## src/rtl/hazard_detect.sv

```systemverilog
// Load-use and forwarding hazard detector: compares ID sources with the EX/MEM destination slots.
// Optional HAZARD_PERF_EN macro adds stall_cnt/fwd_cnt performance counters.
module hazard_detect #(
    parameter int REG_ADDR_W = 5,
    parameter int CNT_W      = 32
) (
    input  logic                  clk,
    input  logic                  reset,
    input  logic                  id_valid,
    input  logic [6:0]            id_op,
    input  logic [REG_ADDR_W-1:0] id_rs1,
    input  logic [REG_ADDR_W-1:0] id_rs2,
    input  logic                  id_use_rs1,
    input  logic                  id_use_rs2,
    input  logic [REG_ADDR_W-1:0] id_rd,
    input  logic                  id_wen,
    input  logic                  flush,
    output logic                  is_hazard1,
    output logic [2:0]            hazard_reg1,
    output logic                  is_hazard2,
    output logic [2:0]            hazard_reg2,
    output logic                  stall
`ifdef HAZARD_PERF_EN
    ,
    output logic [CNT_W-1:0]      stall_cnt,
    output logic [CNT_W-1:0]      fwd_cnt
`endif
);

    localparam logic [6:0] LOAD_OP = 7'b0000011;

    typedef enum logic {
        ST_RUN   = 1'b0,
        ST_STALL = 1'b1
    } state_t;

    state_t state_reg;
    state_t state_next;

    logic [REG_ADDR_W-1:0] ex_rd_reg;
    logic                  ex_wen_reg;
    logic                  ex_load_reg;
    logic [REG_ADDR_W-1:0] mem_rd_reg;
    logic                  mem_wen_reg;
    logic                  mem_load_reg;

    logic [REG_ADDR_W-1:0] ex_rd_next;
    logic                  ex_wen_next;
    logic                  ex_load_next;

    logic [1:0][REG_ADDR_W-1:0] src_reg;
    logic [1:0]                 src_used;
    logic [1:0]                 ex_m;
    logic [1:0]                 mem_m;
    logic [1:0]                 mem_only;
    logic                       load_use;

    assign src_reg[0]  = id_rs1;
    assign src_reg[1]  = id_rs2;
    assign src_used[0] = id_use_rs1;
    assign src_used[1] = id_use_rs2;

    // Index 0 is rs1, index 1 is rs2; x0 is hardwired and never forwarded.
    generate
        for (genvar gi = 0; gi < 2; gi++) begin : g_src
            always_comb begin
                ex_m[gi]     = id_valid && src_used[gi] && ex_wen_reg
                               && (ex_rd_reg == src_reg[gi]) && (src_reg[gi] != '0);
                mem_m[gi]    = id_valid && src_used[gi] && mem_wen_reg
                               && (mem_rd_reg == src_reg[gi]) && (src_reg[gi] != '0);
                mem_only[gi] = mem_m[gi] && !ex_m[gi];
            end
        end
    endgenerate

    assign load_use = (|ex_m) && ex_load_reg;

    always_comb begin
        is_hazard1  = |ex_m;
        hazard_reg1 = 3'd0;
        if (ex_m[0]) begin
            hazard_reg1 = 3'd1;
        end else if (ex_m[1]) begin
            hazard_reg1 = 3'd2;
        end
        is_hazard2  = |mem_only;
        hazard_reg2 = 3'd0;
        if (mem_only[0]) begin
            hazard_reg2 = 3'd3;
        end else if (mem_only[1]) begin
            hazard_reg2 = 3'd4;
        end
    end

    always_ff @(posedge clk) begin
        if (reset) begin
            state_reg <= ST_RUN;
        end else begin
            state_reg <= state_next;
        end
    end

    // STALL always returns to RUN: the load has reached MEM and is forwarded from there.
    always_comb begin
        state_next = state_reg;
        case (state_reg)
            ST_RUN:   if (load_use && !flush) state_next = ST_STALL;
            ST_STALL: state_next = ST_RUN;
            default:  state_next = ST_RUN;
        endcase
    end

    always_comb begin
        stall = 1'b0;
        if (state_reg == ST_RUN) begin
            stall = load_use && !flush;
        end
    end

    always_comb begin
        ex_rd_next   = id_rd;
        ex_wen_next  = id_wen;
        ex_load_next = (id_op == LOAD_OP);
        if (stall || flush || !id_valid) begin
            ex_rd_next   = '0;
            ex_wen_next  = 1'b0;
            ex_load_next = 1'b0;
        end
    end

    always_ff @(posedge clk) begin
        if (reset) begin
            ex_rd_reg    <= '0;
            ex_wen_reg   <= 1'b0;
            ex_load_reg  <= 1'b0;
            mem_rd_reg   <= '0;
            mem_wen_reg  <= 1'b0;
            mem_load_reg <= 1'b0;
        end else begin
            mem_rd_reg   <= ex_rd_reg;
            mem_wen_reg  <= ex_wen_reg;
            mem_load_reg <= ex_load_reg;
            ex_rd_reg    <= ex_rd_next;
            ex_wen_reg   <= ex_wen_next;
            ex_load_reg  <= ex_load_next;
        end
    end

    // The MEM load flag is carried for debug visibility; forwarding only needs rd/wen there.
    logic mem_load_unused;
    assign mem_load_unused = mem_load_reg;

`ifdef HAZARD_PERF_EN
    logic [CNT_W-1:0] stall_cnt_reg;
    logic [CNT_W-1:0] fwd_cnt_reg;

    always_ff @(posedge clk) begin
        if (reset) begin
            stall_cnt_reg <= '0;
            fwd_cnt_reg   <= '0;
        end else begin
            if (stall) begin
                stall_cnt_reg <= stall_cnt_reg + 1'b1;
            end
            if (is_hazard1 || is_hazard2) begin
                fwd_cnt_reg <= fwd_cnt_reg + 1'b1;
            end
        end
    end

    assign stall_cnt = stall_cnt_reg;
    assign fwd_cnt   = fwd_cnt_reg;
`endif

endmodule

```

## config.mk

```make
export PLATFORM = sky130hd
export DESIGN_NAME = hazard_detect
export DESIGN_NICKNAME = d
export VERILOG_FILES = /design/src/rtl/hazard_detect.sv
export SDC_FILE = /design/constraint.sdc
export NUM_CORES = 1
export LEC_CHECK = 0
export CELL_PAD_IN_SITES_DETAIL_PLACEMENT = 0
export CELL_PAD_IN_SITES_GLOBAL_PLACEMENT = 2
export CORE_MARGIN = 2
export CORE_UTILIZATION = 23
export DETAILED_ROUTE_END_ITERATION = 8
export PLACE_DENSITY = 0.82
export RECOVER_POWER = 25
export SYNTH_ARGS = -nofsm -noshare
export SYNTH_HDL_FRONTEND = slang
export SYNTH_SLANG_ARGS = --single-unit
```

## constraint.sdc

```tcl
create_clock -name clk -period 4.4 [get_ports clk]
set_input_delay 0.88 -clock clk [delete_from_list [all_inputs] [get_ports clk]]
set_output_delay 0.88 -clock clk [all_outputs]
set_load 0.005 [all_outputs]
```

# == After elaboration in Yosys (flattened, before gate mapping) ==
# Index checks and enable logic that the tools add are counted.
# totals
ff_bits,14
inputBits,29
output_inout_bits,9
elab_cells,48
# classes
n_eq_ne,5
muxes,7
bitwise,1
reduce_logical,29
# ops
cell,n
$eq 5x5->1,4
$logic_and 1x1->1,18
$reduce_bool 5->1,2
$eq 7x2->1 const B,1
$mux 3,2
$reduce_or 2->1,3
$logic_not 1->1,4
$mux 2,2
$logic_or 1x1->1,2
$mux 1,2
$pmux 1 s2,1
$not 1->1,1

# == Depth between registers and ports, before layout ==
# Gate-level depths: netlist (run 1).
# depth
word_depth,11
ltp_mapped,6

# == Worst setup path before layout (run 1) ==
# OpenSTA, ideal clock, no wires.
# synth_path
path_kind,in2out
startpoint,input id_rs1[1]
endpoint,output hazard_reg2[1]
arrival_time_ns,2.192
required_ns,3.520
setup_slack_ns,1.328
stages,6
path_buffers,1
cell_sequence,or4_4 o211ai_2 nand4b_2 inv_2 nor3_2 buf_4
# synth_via
elab_chain_len,6
word_cells_on_any_way,10
# synth_lines
element,line_no,text
from (decl),11,"input logic [REG_ADDR_W-1:0] id_rs1,"
$eq 5x5->1,68,&& (ex_rd_reg == src_reg[gi]) && (src_reg[gi] != '0);
$logic_and 1x1->1 (2 in a row),68,
$logic_not 1->1,71,mem_only[gi] = mem_m[gi] && !ex_m[gi];
$logic_and 1x1->1 *,71,
$mux 3 *,88,if (mem_only[0]) begin
to (decl),21,"output logic [2:0] hazard_reg2,"
# Mark *: on every way between the ends. The rest lies on a longest branch, timed or not.

# == Final worst setup path (run 1) ==
# layout_path
startpoint,input id_rs1[1]
endpoint,output is_hazard2
# layout_via
elab_chain_len,6
word_cells_on_any_way,10
# layout_lines
element,line_no,text
$eq 5x5->1,68,
$logic_and 1x1->1 (2 in a row),68,
$logic_not 1->1,71,
$logic_and 1x1->1 *,71,
$reduce_or 2->1 *,86,is_hazard2 = |mem_only;
to (decl),20,"output logic is_hazard2,"
# Marked as above.

==> results of run 1 <==
==> metrics by stage <==
step	total power [mW]	util	cells	instance area, sq um	hold WS [ns]
after floorplan	0.1498	-	78	743.2	0.4690
after global placement	0.1828	0.3770	157	1151	0.4979
after detailed placement	0.1826	0.3770	157	1151	0.5114
after CTS	0.2500	0.3844	160	1174	0.5221
after global routing	0.2589	0.3844	160	1174	0.5378
final	0.2444	0.3844	160	1174	0.5186
==> placed cells by master (no fill, tap or decap), drive strengths merged <==
cell	Yosys	final
nor4b	1	1
clkbuf	0	3
o211ai	1	1
nor2	5	5
nand4b	1	1
dfxtp	14	14
and3	1	1
conb	1	1
xnor2	4	4
or4	1	1
a21oi	1	1
buf	2	1
nor3	2	2
nor2b	7	7
nor3b	6	6
xor2	16	16
nand4	1	1
nor4	4	4
clkdlybuf4s50	0	35
inv	1	1
o311a	1	1
nand2	3	3
or3	1	1
nand2b	1	1
nand3	3	3
dlygate4sd3	0	1
==> per-layer routing <==
layer  part of all wire  GRT usage  up-vias
li1                   -          -      345
met1               0.45     0.1351      293
met2               0.43     0.1705       34
met3               0.12    0.02345        0
met4                  0    0.04658        0
met5                  0          0        -
==> final cells by class <==
type / count / area (sq um)
Fill cell: 340 / 1879
Multi-Input combinational cell: 61 / 444.2
Timing Repair Buffer: 37 / 367.9
Sequential cell: 14 / 280.3
Tap cell: 44 / 55.05
Clock buffer: 3 / 22.52
Inverter: 1 / 3.754
==> final timing paths <==
kind / start / to / slack (ns) / cells after the start
setup / recovery: id_rs1[1] / is_hazard2 / 0.31 / 8
hold / removal: ex_rd_reg[0] / mem_rd_reg[0] / 0.52 / 1
setup reg to reg: ex_rd_reg[3] / state_reg / 2.69 / 6
hold reg to reg: ex_rd_reg[0] / mem_rd_reg[0] / 0.52 / 1
==> report_power, final <==
group	total [mW]	internal [mW]	leakage, nW	switching (mW)
combinational	0.0479	0.0316	0.340	0.0162
clock	0.0650	0.0316	0.0138	0.0334
sequential	0.131	0.129	0.113	0.00245
total	0.244	0.192	0.468	0.0521
==> cell families after synthesis <==
family,synth area share
xor+xnor,0.2357
buf+inv,0.02524
other cells,0.005046
simple gates,0.3148
compound gates,0.04209
flops,0.3771
==> critical path, delay by kind of cell <==
kind / cells / cell delay [ns]
compound gates: 1 / 0.18
buf+inv: 3 / 1.02
simple gates: 4 / 1.11
==> results summary, run 1 <==
The tightest min-delay check is of the reg2reg type. The total CTS buffers is 3. OpenSTA, run right after detailed placement, puts the worst setup slack at 0.2864 ns. The register bit count reported by yosys came out at 14. The mean instance size in the synthesized netlist is 9.528 sq um.

The maximum level of the CTS H-tree is 1. The vias per cell came out at 4.200. TritonCTS built the clock tree. The initial utilization of the core area, before any placement, comes to 0.2434.

After legalization and detailed placement, the total HPWL measured about 1600 um. The largest stage delay on the critical path is roughly 0.56 ns. After floorplanning, the core was divided into 20 placement rows. Data arrives at the worst endpoint at 3.21 ns. Synthesis produced a netlist with a net count of 107. For this design, the CTS-stage hold fixing added 0 buffers. The count of distinct cell types in the synthesized netlist is 24. In the final layout, the share of cells above drive strength 1 is 0.08621. The number of sinks handled by clock tree synthesis came out at 14.

STA classifies the critical path startpoint as a primary input. The post-detailed-route wirelength per cell came out at 11.51 um. The total global-route track usage came out at 0.1057. The required time of the critical path is 3.52 ns.

By area the synthesized netlist is led by dfxtp_1 (38%), xor2_1 (19%), nor3b_1 (6.1%). The net count reported at finish is 147. The I/O pin count came out at 38. The number of antenna violations at the first check in global routing came out at 0. The combined area of all synthesized cells came out at 743.2 sq um. The number of iterations in the first detailed-routing pass is 3.

The number of standard cells after synthesis came out at between 70 and 80. Once routing completed, OpenROAD measured the worst setup slack at 0.3120 ns. The share of synthesized area occupied by flip-flops and latches is 0.3771.

Summed over all failing endpoints, the final setup total negative slack is 0 ns. The final antenna diode count is 0. The commonest cells after synthesis are xor2_1 (16), dfxtp_1 (14), nor2b_1 (7), nor3b_1 (6), nor2_1 (5).

The setup fix buffers added after clock tree synthesis came out at 0. The maximum number of pins on one net before global-route repair came out at 9. The wire length of the first global-routing pass is 2849 um. In this run the worst path has a maximum fanout of 4.

The flow ran to the end, and the final reports show no timing, DRC or antenna violations. The number of pins exceeding their max-slew limit in the final report came to 0. The leakage power total came out at 0.4678 nW. The routed design could run at a clock period as short as 4.088 ns. The achievable frequency came out at ~240 MHz. The final count of negative-setup-slack endpoints came out at 0.

xor2_1 is the most common cell in the netlist. The die height is 60.85 um. After global routing the overflow that remains totals 0. Relative to the synthesized area, the layout overhead comes to 57.91%. The clock tree skew after final layout is 0.001827 ns. dfxtp_1 takes more of the synthesized area than any other cell.

Counting stages on the worst path, the most repeated cell is clkdlybuf4s50_1. The overall die width came out at 60.85 um. The via count of the first global-routing pass came out at 640.

Setup repair after global routing left no endpoint under its margin. The residual antenna-violating net count after detailed routing came out at 0. The total via count after detailed routing came out at 672. The region available for standard cell placement spans between 3000 and 4000 sq um. The quantity of I/O buffers inserted on ports is 36. Across the VDD grid, the largest voltage drop is 0.1238 mV. The maximum number of buffers from clock root to sink is 2. The slowest stage of the critical path is the or4_4 cell. The signal on the critical path passes through clkdlybuf4s50_1 -> or4_4 -> o211ai_2 -> nand4b_2 -> inv_2 -> nor3_2 -> nand2b_1 -> clkdlybuf4s50_1. The insertion delay to the later sink of the worst-skew pair came out at 0.26 ns. The final critical-path share of the clock period came out at 0.9291. The number of instances resized during post-cts repair came out at 0. The die footprint came out at around 3700 sq um. The detailed router finished its first iteration with 12 violations.

The share of synthesized area in the top cell type comes to 0.3771. For this run, the leading register cell type out of synthesis is dfxtp_1. The endpoint class of the critical path is a primary output.

Clock-pin slew was measured on the worst setup and hold paths at about 0.070 ns. The final number of hold-violating endpoints was 0. The async set or reset register ratio after synthesis came out at 0.

The total wire length after detailed routing is 1842 um. Yosys printed 0 warnings. The count of flip-flops with a built-in enable after synthesis is 0.

The ratio of total power to cell area is 208.2 nW/um^2. The max-cap check violation count is 0. In this run the clock root is driven by a clkbuf_4. The category of the critical setup timing path is in2out.

The global placer's final weighted congestion is approximately 0.84. The remaining routing DRC violations is 0.
(Power assumes the default switching activity.)
==> run 2, diff against run 1 <==
Settings changed: CORE_MARGIN 2 to 8, TNS_END_PERCENT set to 30.
==> results summary, run 2 (synthesis results as in run 1) <==
Measured along the y axis, the die boundary spans 72.85 um. The hold-fix buffer count after cts came out at 0. At the end of routability-driven placement, the weighted congestion stood at 0.8226.

Once detail routing completed, the nets flagged for antenna violations numbered 0. The slack of the critical path is 0.3111 ns. Across the run, the number of max-cap violations was 0.

STA classifies the critical path endpoint as a primary output. The ratio of total power to cell area is roughly 220 nW/um^2. The total via count after detailed routing came out at 656. The number of gates resized after CTS was 0. At the worst endpoint, the required time is 3.52 ns. The total wire length after detailed routing came out at slightly above 2000 um. The cell sitting at the root of the clock tree is a clkbuf_4. The initial core utilization is 0.2434. The leakage power total is 0.4750 nW.

STA classifies the critical path startpoint as a primary input. The count of non-filler cells in the finished layout is 161. In the finished design, the share of the clock period the worst path needs comes to 0.9293. The largest fanout on the critical path is 4. The quantity of I/O buffers inserted on ports came out at 36. Clock-pin slew was measured on the worst setup and hold paths at 0.08 ns.

The clock passes through at most 2 buffers. The die footprint is 5306 sq um. The final core utilization came out at 0.3889.

The total global-route track usage is 0.07755. Dividing the detail-routed via count by the number of cells gives 4.075. TritonCTS built the clock tree. The number of iterations in the first detailed-routing pass is 2. The time the worst path needs with I/O delays and setup is 4.089 ns. The total CTS buffers came out at 3. Once the clock tree was built, the setup fixing pass inserted 0 buffers. The number of antenna violations at the first check in global routing came out at 0.

The net count reported at finish came out at 147. The layout overhead on the synthesized area came out at 59.76%. Including well taps, the total number of placed cells is 157. The achievable frequency came out at approximately 240 MHz. The final number of hold-violating endpoints is 0. The via count of the first global-routing pass came to 731. The final antenna diode count came out at 0. The run finished with clean final reports. The area of the core region came out at 3053 sq um. 38 I/O pins were placed.

Measured along the x axis, the die boundary spans 72.85 um. After detailed routing, the number of remaining DRC violations is 0. The post-detailed-route wirelength per cell is 12.78 um. The worst hold path belongs to the class reg2reg. The number of DRC markers in iteration 0 came out at 12. The first global-routing pass estimated 3222 um of wire. The maximum level of the CTS H-tree is 1. The insertion delay to the later sink of the worst-skew pair is 0.27 ns. The maximum number of pins on one net before global-route repair is 9.

In the final timing run, aggregate negative setup slack is 0 ns. The worst setup path is of the in2out kind. Setup violations remaining at the end of the flow were counted as 0. The setup slack of the worst register-to-register path came out at 2.73 ns. Summed over all layers, the global routing overflow is 0. The arrival time of the worst setup path is between 3 and 4 ns. The clock tree skew after final layout is ~0.00055 ns. The worst slack at placement is 0.2921 ns.

The smallest hold slack came out at slightly above 0.5 ns. In the layout the commonest cells are clkdlybuf4s50_1 (35), xor2_1 (16), dfxtp_1 (14). VDD sags by at most between 0.1 and 0.15 mV. The number of pins exceeding their max-slew limit in the final report is 0. Leaving out fill and tap cells, the most frequent cell in the layout is clkdlybuf4s50_1. The row count is 20.

Of the cells placed in the final design, the portion with a size suffix greater than 1 is 0.09402. Setup repair after global routing left no endpoint under its margin. The number of sinks handled by clock tree synthesis is 14.
[run 2: cell count changes in the layout (fill, tap and decap cells not counted), sizes merged]
cell    change
clkbuf      +1
[run 2: power by group]
part           leakage (nW)  switching [mW]  total (mW)  internal (mW)
registers             0.113         0.00229       0.131          0.129
logic                 0.340          0.0165      0.0482         0.0317
clock network        0.0210          0.0370      0.0872         0.0502
[run 2: layout make-up]
cell class	count	area (sq um)
Fill cell	339	1866
Tap cell	44	55.05
Multi-Input combinational cell	61	444.2
Clock buffer	4	36.28
Inverter	1	3.754
Sequential cell	14	280.3
Timing Repair Buffer	37	367.9
[run 2: worst max-delay path, stage by stage]
cell and delay (ns):
clkdlybuf4s50_1 0.47, or4_4 0.56, o211ai_2 0.18, nand4b_2 0.20
inv_2 0.06, nor3_2 0.23, nand2b_1 0.14, clkdlybuf4s50_1 0.50
[run 2: worst paths after layout]
kind / start / endpoint / cells after the start
max reg2reg: ex_rd_reg[4] / state_reg / 6
min: ex_wen_reg / mem_wen_reg / 1
max: id_rs1[1] / is_hazard2 / 8
min reg2reg: ex_wen_reg / mem_wen_reg / 1
[run 2: per-layer routing]
metal / GRT usage / part of all wire / vias to the layer above
met3: 0.03159 / 0.11 / 0
met4: 0.02889 / 0 / 0
met1: 0.09677 / 0.52 / 276
li1: - / - / 345
met2: 0.1153 / 0.37 / 35
met5: 0 / 0 / -
[run 2: per-stage QoR]
step	cell area (sq um)	power, mW
4_1_cts	1187	0.2711
5_1_grt	1187	0.2802
3_3_place_gp	1151	0.1828
3_5_place_dp	1151	0.1825
6_report	1187	0.2667
2_1_floorplan	743.2	0.1498
==> run 3, diff against run 2 <==
Settings changed: SLEW_MARGIN set to 20, TNS_END_PERCENT 30 to 1.
==> results of run 3 <==
Final layout, timing and power as in run 2 (identical DEF).
